**src/rtl/uart_tx_engine_pkg.sv**
```systemverilog
// Shared definitions for the UART transmit engine.
//   K_W        : width of the bit-time divisor k
//   FRAME_BITS : fixed frame length (start + 7/8 data + parity/stop padding)
//   START/P8/P9/STOP : bit positions inside the frame shift register
//   build_frame() : forms the 11-bit frame from a byte and its format controls
package uart_tx_engine_pkg;

  localparam int K_W        = 19;
  localparam int FRAME_BITS = 11;

  localparam int START = 0;
  localparam int P8    = 8;
  localparam int P9    = 9;
  localparam int STOP  = 10;

  // Parity over 7 or 8 data bits; odd sense inverts the even result.
  function automatic logic frame_parity(input logic [7:0] d, input logic eight,
                                        input logic ohel);
    logic x;
    x = eight ? ^d : ^d[6:0];
    return ohel ? ~x : x;
  endfunction

  // Frame is LSB-first: the shift register emits bit 0 first.
  function automatic logic [FRAME_BITS-1:0] build_frame(input logic [7:0] d,
                                                        input logic eight,
                                                        input logic pen,
                                                        input logic ohel);
    logic [FRAME_BITS-1:0] f;
    logic par;
    par      = frame_parity(d, eight, ohel);
    f        = '1;
    f[START] = 1'b0;
    f[7:1]   = d[6:0];
    f[P8]    = eight ? d[7] : (pen ? par : 1'b1);
    f[P9]    = (eight && pen) ? par : 1'b1;
    f[STOP]  = 1'b1;
    return f;
  endfunction

endpackage

```
**src/rtl/uart_tx_engine_if.sv**
```systemverilog
// Bus between the CPU-side logic (master) and the transmit engine (slave).
//   doit  : Q of the external doit SR flop; high while a frame is in progress
//   load  : one-cycle write strobe; data/format are sampled with it
//   data, eight, pen, ohel : byte and format controls
//   k     : clocks per bit (0 behaves as 1)
//   tx    : serial line, idle high
//   done  : one-cycle pulse on the final bit-time boundary
// Handshake: load is a single-cycle strobe that is accepted only while doit=0;
// doit rises with the accepted load and falls after the done pulse, so
// load->done brackets one frame and there is no back-pressure path.
interface uart_tx_engine_if;
  import uart_tx_engine_pkg::*;

  logic           doit;
  logic           load;
  logic [7:0]     data;
  logic           eight;
  logic           pen;
  logic           ohel;
  logic [K_W-1:0] k;
  logic           tx;
  logic           done;

  modport master (output doit, load, data, eight, pen, ohel, k,
                  input  tx, done);
  modport slave  (input  doit, load, data, eight, pen, ohel, k,
                  output tx, done);
endinterface

```
**src/rtl/uart_tx_engine_bit_timer.sv**
```systemverilog
// Bit-time counter plus 4-bit bit counter for the transmit engine.
//   clk, rst : clock, async active-high reset
//   run      : count enable (frame in progress, not in the load cycle)
//   clr      : synchronous clear of both counters (idle or frame load)
//   k        : clocks per bit, 0 treated as 1
//   btu      : bit-time-up, high on the last clock of each bit
//   done     : btu on the stop bit
module uart_tx_engine_bit_timer
  import uart_tx_engine_pkg::*;
(
  input  logic           clk,
  input  logic           rst,
  input  logic           run,
  input  logic           clr,
  input  logic [K_W-1:0] k,
  output logic           btu,
  output logic           done
);

  logic [K_W-1:0] cnt;
  logic [3:0]     bit_cnt;
  logic [K_W-1:0] k_last;

  // k=0 and k=1 both compare against 0, so btu fires every cycle.
  assign k_last = (k == '0) ? '0 : k - K_W'(1);
  assign btu    = run && (cnt == k_last);
  assign done   = btu && (bit_cnt == 4'(STOP));

  always_ff @(posedge clk or posedge rst) begin
    if (rst) begin
      cnt     <= '0;
      bit_cnt <= '0;
    end else if (clr) begin
      cnt     <= '0;
      bit_cnt <= '0;
    end else if (btu) begin
      cnt     <= '0;
      bit_cnt <= (bit_cnt == 4'(STOP)) ? 4'd0 : bit_cnt + 4'd1;
    end else if (run) begin
      cnt     <= cnt + K_W'(1);
    end
  end

endmodule

```
**src/rtl/uart_tx_engine.sv**
```systemverilog
// UART transmit shift engine: frames and serialises one byte per load.
//   clk, rst : clock, async active-high reset
//   bus      : slave side of uart_tx_engine_if (doit, load, data, eight,
//              pen, ohel, k in; tx, done out)
// Load is captured into hold registers on the strobe edge and moved into the
// frame shift register one cycle later, which is when the start bit appears.
module uart_tx_engine
  import uart_tx_engine_pkg::*;
(
  input  logic            clk,
  input  logic            rst,
  uart_tx_engine_if.slave bus
);

  logic [7:0]            data_h;
  logic                  eight_h;
  logic                  pen_h;
  logic                  ohel_h;
  logic                  load_d1;
  logic [FRAME_BITS-1:0] sr;
  logic                  accept;
  logic                  btu;
  logic                  done_w;

  // A load arriving mid-frame is dropped; format inputs are only used via
  // the hold registers, so mid-frame changes cannot disturb the frame.
  assign accept = bus.load && !bus.doit;

  always_ff @(posedge clk or posedge rst) begin
    if (rst) begin
      data_h  <= '0;
      eight_h <= 1'b0;
      pen_h   <= 1'b0;
      ohel_h  <= 1'b0;
      load_d1 <= 1'b0;
    end else begin
      load_d1 <= accept;
      if (accept) begin
        data_h  <= bus.data;
        eight_h <= bus.eight;
        pen_h   <= bus.pen;
        ohel_h  <= bus.ohel;
      end
    end
  end

  uart_tx_engine_bit_timer u_timer (
    .clk  (clk),
    .rst  (rst),
    .run  (bus.doit && !load_d1),
    .clr  (!bus.doit || load_d1),
    .k    (bus.k),
    .btu  (btu),
    .done (done_w)
  );

  // Idle (doit low) forces all ones, which also aborts a frame whose doit
  // was dropped externally. Shifting in 1s keeps the line high after stop.
  always_ff @(posedge clk or posedge rst) begin
    if (rst) begin
      sr <= '1;
    end else if (!bus.doit) begin
      sr <= '1;
    end else if (load_d1) begin
      sr <= build_frame(data_h, eight_h, pen_h, ohel_h);
    end else if (btu) begin
      sr <= {1'b1, sr[FRAME_BITS-1:1]};
    end
  end

  assign bus.tx   = sr[START];
  assign bus.done = done_w;

endmodule
```
**src/flat_wrapper.sv**
```systemverilog
// flat-port wrapper written by rule: the top's interface ports become plain ports
module uart_tx_engine_flat import uart_tx_engine_pkg::*;
  (clk, rst, bus_doit, bus_load, bus_data, bus_eight, bus_pen, bus_ohel, bus_k, bus_tx, bus_done);
  uart_tx_engine_if bus_i ();
  input  logic clk;
  input  logic rst;
  input wire logic [$bits(bus_i.doit)-1:0] bus_doit;
  input wire logic [$bits(bus_i.load)-1:0] bus_load;
  input wire logic [$bits(bus_i.data)-1:0] bus_data;
  input wire logic [$bits(bus_i.eight)-1:0] bus_eight;
  input wire logic [$bits(bus_i.pen)-1:0] bus_pen;
  input wire logic [$bits(bus_i.ohel)-1:0] bus_ohel;
  input wire logic [$bits(bus_i.k)-1:0] bus_k;
  output wire logic [$bits(bus_i.tx)-1:0] bus_tx;
  output wire logic [$bits(bus_i.done)-1:0] bus_done;
  assign bus_i.doit = bus_doit;
  assign bus_i.load = bus_load;
  assign bus_i.data = bus_data;
  assign bus_i.eight = bus_eight;
  assign bus_i.pen = bus_pen;
  assign bus_i.ohel = bus_ohel;
  assign bus_i.k = bus_k;
  assign bus_tx = bus_i.tx;
  assign bus_done = bus_i.done;
  uart_tx_engine u_core (.clk(clk), .rst(rst), .bus(bus_i));
endmodule
```
**config.mk**
```make
export PLATFORM = sky130hd
export DESIGN_NAME = uart_tx_engine_flat
export DESIGN_NICKNAME = d
export VERILOG_FILES = /design/src/rtl/uart_tx_engine_pkg.sv /design/src/rtl/uart_tx_engine_if.sv /design/src/rtl/uart_tx_engine_bit_timer.sv /design/src/rtl/uart_tx_engine.sv /design/src/flat_wrapper.sv
export SDC_FILE = /design/constraint.sdc
export NUM_CORES = 1
export LEC_CHECK = 0
export BUFFER_PORTS_ARGS = -buffer_cell sky130_fd_sc_hd__buf_4
export CAP_MARGIN = 20
export CORE_ASPECT_RATIO = 2
export CORE_MARGIN = 2
export CORE_UTILIZATION = 50
export DETAILED_ROUTE_END_ITERATION = 7
export GPL_TIMING_DRIVEN = 0
export PLACE_DENSITY_LB_ADDON = 0.1
export SETUP_SLACK_MARGIN = 0.15
export SLEW_MARGIN = 20
export SYNTH_ARGS = -nofsm -noshare
export SYNTH_HDL_FRONTEND = slang
export SYNTH_SLANG_ARGS = --single-unit
```
**constraint.sdc**
```tcl
create_clock -name clk -period 5.3 [get_ports clk]
set_input_delay 1.06 -clock clk [delete_from_list [all_inputs] [get_ports clk]]
set_output_delay 1.06 -clock clk [all_outputs]
set_load 0.05 [all_outputs]
```
==> run summary, run 1 <==
The flow ran to the end, and the final reports show no timing, DRC or antenna violations. Once layout is done, the placed cells without fillers occupy around 4000 um2. The post-synthesis cell count is approximately 370.

The proportion of synthesized chip area in sequential cells came out at between 30% and 40%. STA classifies the critical path endpoint as an output port. The initial antenna violation count is 0.

The via count of the first global-routing pass is roughly 2.9k. Dividing the detail-routed wire length by the instance count gives 16.1 um. The post-synth net total is between 400 and 500. The arrival time at the worst endpoint came out at approximately 4.0 ns. The final clock period utilization by the worst path came out at a little over nine tenths.

TritonCTS built the clock tree. Yosys mapped the design onto 59 distinct sky130hd cell types. Setup repair after global routing could not meet its margin everywhere. The highest clock rate came out at approximately 200 MHz. In the final layout, the share of cells above drive strength 1 is between 20% and 30%. The layout overhead on the synthesized area came out at 21.5%. The detailed-routing iteration count for the pre-antenna-repair pass is 6. The total track usage is between 20% and 30%. The number of synthesized flops with an enable pin is 0. The register bit count reported by yosys is 45. The final max-slew violation count came out at 0. The endpoint required time on the critical path came out at ~4.2 ns.

Dividing total power by cell area gives a power density of about 220 nW/um2. Entering global routing, the biggest net connects 26 pins. The final number of setup-violating endpoints came out at 0. The post-synthesis instance area is approximately 3300 um2.

For this run, asynchronously set or reset flops after synthesis account for 100%. Once placement finished, the instance area stood at 3680 um2. Adding up every negative setup slack in the final design gives 0 ns. The post-layout instance count excluding filler cells came out at 507.

For the pin with the worst max-slew slack, the measured transition is about 0.51 ns. At the end of routability-driven placement, the weighted congestion stood at a little under 0.9. The mean number of vias per cell came out at between 5 and 6. The maximum net fanout on the critical path came out at 7. Pin placement for this block handled 36 I/O pins. After detailed routing, the number of remaining DRC violations is 0.

The leading register cell type out of synthesis is dfrtp_1. The post-synthesis average cell area is approximately 9 um2. Power comes to around 0.87 mW. Clock-pin slew was measured on the worst setup and hold paths at around 0.050 ns. The post-placement cell count came out at between 400 and 500.

The count of endpoints failing hold in the final timing report is 0. The total of fill cells in the finished design is 607. The maximum number of buffers from clock root to sink came out at 2. The clock insertion delay at the later pin of the skew report came out at roughly 0.29 ns. The clock period minus worst slack came out at 5.04 ns. The leakage power summed over all cells is 1.64 nW. The post-route clock skew is 0.00573 ns. From bottom edge to top edge, the die measures roughly 120 um. VDD sags by at most about 0.00025 V. The count of warnings emitted by yosys is 0. The total vias in the final route is between 2k and 3k. CTS saw 45 sinks. The layout net count came out at ~460. The deepest level of the CTS H-tree is 2. The quantity of hold-fixing buffers added after cts is 0. In this run the remaining antenna-violating nets after routing total 0. Measured against its own limit, the worst slew margin works out to between 60% and 70%.

The effective utilization at floorplan is a little over 50%. The die is ~61 um wide. Buffers placed on the I/O ports in this run total 32. The worst hold path belongs to the class reg2reg. The number of clock buffers inserted by TritonCTS is 5.

The wire-length estimate of the detail-placed layout is roughly 6200 um. The first-pass GRT wire length is around 13,000 um. The total core area came out at between 6000 and 7000 um2. The placement row count is slightly above 40. The tree is rooted in a clkbuf_16. The number of design-rule violations left by the first detailed-router iteration came out at 108. The floorplan die area came out at ~7300 um2. The count of inserted antenna diode cells is 0. The final core utilization is between 60% and 70%. The aggregate global routing overflow came out at 0. Across the run, the number of max-cap violations was 0.

STA classifies the critical path startpoint as a primary input. The routed design has about 8200 um of wire. By startpoint and endpoint, the worst setup path is classified as in2out.
[metrics by stage]
stage,hold slack [ns],worst slack (ns)
2_1_floorplan,0.481,0.157
3_3_place_gp,0.507,-0.245
3_5_place_dp,0.518,-0.193
4_1_cts,0.532,0.163
5_1_grt,0.564,0.0821
6_report,0.516,0.259
[critical path: stages]
cell	delay (ns)
buf_6	0.11
inv_4	0.05
ha_4	0.14
or4b_4	0.48
buf_12	0.16
buf_12	0.12
nor4_2	0.29
mux2i_1	0.22
buf_4	0.14
xor2_1	0.18
o2111ai_2	0.17
a2111oi_4	0.39
nand2_1	0.15
nor3_4	0.14
buf_6	0.18
[path summary, 6_finish.rpt]
kind / endpoint / slack [ns] / depth (start not counted) / startpoint
max: bus_done / 0.26 / 15 / bus_k[1]
min: u_core.pen_h$_DFFE_PP0P_ / 0.52 / 1 / u_core.pen_h$_DFFE_PP0P_
max reg2reg: u_core.u_timer.cnt[16]$_DFF_PP0_ / 2.45 / 12 / u_core.u_timer.cnt[2]$_DFF_PP0_
min reg2reg: u_core.pen_h$_DFFE_PP0P_ / 0.52 / 1 / u_core.pen_h$_DFFE_PP0P_
max in group asynchronous: u_core.sr[9]$_DFFE_PP1P_ / 3.93 / 3 / rst
min in group asynchronous: u_core.u_timer.cnt[2]$_DFF_PP0_ / 0.79 / 2 / rst
[cell type report]
| type | count | area [um2] | share of cell area (%) |
|---|---|---|---|
| Buffer | 23 | 140 | 3.51 |
| Clock buffer | 8 | 146 | 3.66 |
| Inverter | 14 | 67.6 | 1.69 |
| Multi-Input combinational cell | 290 | 2060 | 51.4 |
| Sequential cell | 45 | 1140 | 28.5 |
| Tap cell | 86 | 108 | 2.69 |
| Timing Repair Buffer | 41 | 340 | 8.52 |
[Yosys cell counts (4+ instances only)]
cell / count / share of area [%]
dfrtp_1: 35 / 27
nor2_1: 45 / 5.1
inv_1: 14 / 1.6
and3b_1: 7 / 1.9
nor2b_1: 4 / 0.76
or3_1: 8 / 1.5
a311oi_1: 9 / 2.4
ha_1: 4 / 1.5
a21oi_1: 18 / 2.7
xnor2_1: 28 / 7.5
nor3_1: 12 / 1.8
xor2_1: 15 / 4.0
nand2_1: 24 / 2.7
mux2i_1: 7 / 2.1
o21ai_0: 4 / 0.61
nand2b_1: 5 / 0.95
or2_2: 4 / 0.76
and3_1: 7 / 1.3
clkbuf_1: 17 / 1.9
mux2_2: 14 / 4.8
nand3_1: 13 / 2.0
dfstp_2: 10 / 8.0
nand4_1: 13 / 2.5
[where the power goes]
part / total, mW / internal (mW) / switching [mW]
combinational: 0.178 / 0.0892 / 0.0890
clock: 0.310 / 0.188 / 0.122
sequential: 0.383 / 0.368 / 0.0149
total: 0.871 / 0.645 / 0.226
[cells by family (layout without fill, tap and decap cells)]
logic type / Yosys count / in the layout / synth area share [%]
flip-flops: 45 / 45 / 34.6
buffers and inverters: 37 / 86 / 4.98
AO/OA/AOI/OAI: 63 / 63 / 14.3
adder cells (fa/ha/maj): 4 / 4 / 1.52
XOR/XNOR: 43 / 43 / 11.5
AND/OR/NAND/NOR: 159 / 159 / 26.2
multiplexers: 21 / 21 / 6.93
[per-layer routing]
metal	vias up	routed length, um	global-route usage, %
met5	-	0	0
met4	0	322	11.3
li1	1425	-	-
met1	1405	2810	21.8
met3	21	205	2.74
met2	77	4810	46.2
[registers in the layout, indices dropped and copies added, names as in the netlist]
signal,cells
u_core.data_h,8
u_core.eight_h,1
u_core.load_d1,1
u_core.ohel_h,1
u_core.pen_h,1
u_core.sr,10
u_core.u_timer.bit_cnt,4
u_core.u_timer.cnt,19
[placed cells by master, fill, tap and decap left out, types with 4 or more instances in the layout]
cell,n
nor2_1,44
buf_4,37
dfrtp_1,35
xnor2_1,28
nand2_1,24
clkbuf_1,18
a21oi_1,17
xor2_1,15
mux2_2,14
nand3_1,13
nand4_1,13
inv_1,11
nor3_1,10
dfstp_2,10
a311oi_1,9
or3_1,8
and3_1,7
mux2i_1,7
and3b_1,7
nand2b_1,5
clkbuf_16,5
nor2b_1,4
buf_12,4
or2_2,4
o21ai_0,4
[timing repair]
item	in CTS	in global routing
cloned	0	0
pin swaps	1	6
setup endpoints to repair	1	1
setup buffers	3	5
hold endpoints to repair	0	0
gates resized for setup	7	18
Power figures use the tool's default switching activity.
==> run 2, diff against run 1 <==
Settings changed: ABC_AREA set to 1.
==> run 2 against run 1 <==
Effect of this change: via count is 9.1% higher; core utilization decreased by 2.3 points; register-to-register slack improved by 0.50 ns; sequential power increased by 2%; sequential share of layout area up 1.1 points; fmax is 10% higher; final cell count grew 23%; largest power group unchanged.
==> run summary, run 2 <==
The flow ran to the end, and the final reports show no timing, DRC or antenna violations. After clock tree synthesis, the setup repair step added 0 buffers. The floorplan die area came out at 7290 um2. For the worst setup path, the data required time is around 4.2 ns. Sequential cells were found to cover about a third of the synthesized design area.

Yosys printed 0 warnings. The initial utilization of the core area, before any placement, comes to 51.8%. Counting instances in the post-synthesis netlist gives the leading cell types as nand2_1, nor2_1, inv_1.

The deepest level of the CTS H-tree came out at 2. The max capacitance violation total came out at 0. In this run the clock root is driven by a clkbuf_16. The measured slew at the worst slew-check pin is 0.613 ns. Summing over every cut layer, the via total after detailed routing is approximately 3.2k. The depth of the worst hold-timing path came out at 2. The library cell with the highest instance count after synthesis is nand2_1. The top-area cell type share of the netlist area came out at 26.6%. Setup repair after global routing left no endpoint under its margin. The count of inserted antenna diode cells came out at 0. The setup path with the least slack is of type in2out. The sum of negative setup slack came out at 0 ns. The DRC violation count after routing is 0. The worst path in the final design needs a cycle of approximately 4.6 ns, including I/O delays and setup. The register with the most flip-flops is u_core.u_timer.cnt. The number of clock buffers inserted by TritonCTS came out at 5.

The initial antenna violation count is 0. The routed wirelength normalized by instance count came out at about 13 um. The total core area is 6360 um2.

The reg-to-reg startpoint is u_core.u_timer.cnt[0]$_DFF_PP0_. The number of synthesized flops with an enable pin came out at 0. The global placement routability congestion came out at just under 0.9. The post-synthesis cell count came out at a little under 500. Along the worst path, the maximum fanout reaches 10. The worst hold path begins at u_core.sr[3]$_DFFE_PP1P_. After clock tree synthesis, the clock-pin slew on the worst setup and hold paths is 0.06 ns. STA classifies the critical path startpoint as a primary input. For this design the static power due to leakage is 1.91 nW. Row generation in the floorplan step produced 41 rows. The family with the most delay on the worst path is simple AND/OR/NAND/NOR gates. The first-pass GRT wire length came out at ~14,000 um. Clock tree synthesis found a total of between 40 and 50 sinks. The terminating pin of the worst hold path is u_core.sr[3]$_DFFE_PP1P_. The mean number of vias per cell came out at 5.14. The clock insertion delay at the later pin of the skew report came out at 0.29 ns. A synthesized cell averages 6.69 um2.

TritonCTS built the clock tree. The clock passes through at most 2 buffers. The flip-flop count of the largest register after layout is 19. Across all hold checks on the routed design, the worst slack comes to roughly 0.49 ns. The number of distinct library cells after synthesis came out at 32. The worst-case vdd ir drop came out at 0.000260 V. The delay of the slowest cell on the worst path is about 0.25 ns. The critical path endpoint category is an output port. At the end of the flow, the number of nets in the layout was about 570. The final number of setup-violating endpoints is 0. Entering global routing, the biggest net connects 25 pins. The normalized max-slew margin came out at between 50 and 60%.

The post-route clock skew is 0.00472 ns. The final max-slew violation count came out at 0. In this run the worst hold path is classified as reg2reg. The signal on the critical path passes through buf_4 > inv_2 > ha_1 > nand2_2 > nor2_4 > nand3_4 > buf_2 > nand4_1 > nand2_1 > nor2_1 > nand2_1 > nor2_2 > nand3_4 > buf_2 > nor3_2 > buf_4. The largest area contributor in the netlist is dfrtp_1. The total track usage is 25.9%. The via count of the first global-routing pass was approximately 3.2k. The power per cell area came out at 231 nW/um2. The largest registers in the layout are u_core.u_timer.cnt x19, u_core.sr x10, u_core.data_h x8.

After layout, the worst path uses 86.5% of the clock period. The half-perimeter wire length after placement is about 6700 um. The arrival time at the worst endpoint came out at 3.52 ns. For this run, the leading register cell type out of synthesis is dfrtp_1. The total routed wirelength is roughly 8400 um.

Of the cells placed in the final design, the portion with a size suffix greater than 1 is 14.9%. In this run the critical register-to-register path is captured at u_core.u_timer.cnt[18]$_DFF_PP0_. Counting every net in the synthesized netlist gives 530. The layout overhead on the synthesized area is 16.9%. The quantity of hold-fixing buffers added after cts came out at 0. The most common cell after layout, fill and taps aside is nand2_1. The synthesized netlist occupies a cell area of ~3300 um2. For flop-to-flop paths, the worst setup slack is a little under 3 ns. Synthesis inferred 45 register bits. The aggregate global routing overflow is 0. The fraction of synthesis flops using an asynchronous set or reset pin is 100%.

For the worst flop-to-flop path, the logic depth is 12. The port buffer count is 35. Leaving out fill and tap cells, the most frequent cells in the layout are nand2_1, nor2_1, inv_1.

The number of design-rule violations left by the first detailed-router iteration is between 100 and 150. The number of nets with antenna violations after routing is 0. The floorplan die width is 61.4 um. The boundary pin count is 36.

The total of fill cells in the finished design is 636. The count of endpoints failing hold in the final timing report is 0. The height of the chip came out at 119 um.

For this run, the top clock speed supported by timing is ~220 MHz. On the critical path, the stage with the largest delay is an instance of nor2_4. Ranked by total cell area, the synthesized netlist is headed by dfrtp_1, nand2_1, dfstp_2. Gates resized during post-CTS repair numbered 0. The detailed-routing iteration count for the pre-antenna-repair pass is 4. The number of buffer and inverter stages on the critical path came out at 5.
[run 2: cell types whose count changed after synthesis, sizes merged, moves of 24 or more]
cell   before  now
inv        14   61
nand3      13   53
nor2       45   69
xnor2      28    4
nand2      24  167
[run 2: area by class of cell]
cell class	instances	area [um2]	share of cell area (%)
Inverter	61	229	5.95
Multi-Input combinational cell	376	1850	48.2
Clock buffer	7	153	3.97
Clock inverter	1	5.00	0.130
Sequential cell	45	1140	29.6
Buffer	10	70.1	1.82
Tap cell	86	108	2.80
Timing Repair Buffer	36	290	7.54
[run 2: how the worst max path moves through the flow]
stage	start	to	cells past startpoint
3_3_place_gp	bus_k[0]	bus_done	16
6_report	bus_k[0]	bus_done	16
2_1_floorplan	bus_k[1]	bus_done	14
5_1_grt	bus_k[1]	bus_done	16
3_5_place_dp	bus_k[0]	bus_done	16
4_1_cts	bus_k[0]	bus_done	16
[run 2: cells by family (layout without fill, tap and decap cells)]
group / Yosys count / in the layout / synth area share (%)
XOR/XNOR: 26 / 26 / 6.92
adder cells (fa/ha/maj): 4 / 4 / 1.52
buffers and inverters: 71 / 115 / 9.08
AND/OR/NAND/NOR: 321 / 321 / 43.6
AO/OA/AOI/OAI: 25 / 25 / 4.33
flip-flops: 45 / 45 / 34.6
[run 2: where the power goes]
| group | switching [mW] | internal, mW |
|---|---|---|
| logic | 0.103 | 0.0708 |
| clock network | 0.123 | 0.199 |
| registers | 0.0181 | 0.374 |
| total | 0.244 | 0.644 |
[run 2: worst min-delay path: cells and delay by family, from the launching register on]
family | cells | cell delay (ns)
flip-flops | 1 | 0.37
AND/OR/NAND/NOR | 2 | 0.12
[run 2: per-layer routing]
layer / track usage, % / up-vias / wire length [um]
met5: 0 / - / 0
met4: 16.8 / 0 / 544
met3: 3.50 / 35 / 262
met2: 46.1 / 69 / 4680
met1: 26.1 / 1449 / 2900
li1: - / 1642 / -
[run 2: metrics by stage]
step           cell area [um2]  instances  setup slack, ns  utilization [%]  power, mW
2_1_floorplan             3290        492            0.996                -      0.511
3_3_place_gp              3660        613            0.792             57.6      0.563
3_5_place_dp              3690        614            0.742             58.0      0.571
4_1_cts                   3850        622            0.723             60.5      0.899
5_1_grt                   3850        622            0.562             60.5      0.939
6_report                  3850        622            0.716             60.5      0.889
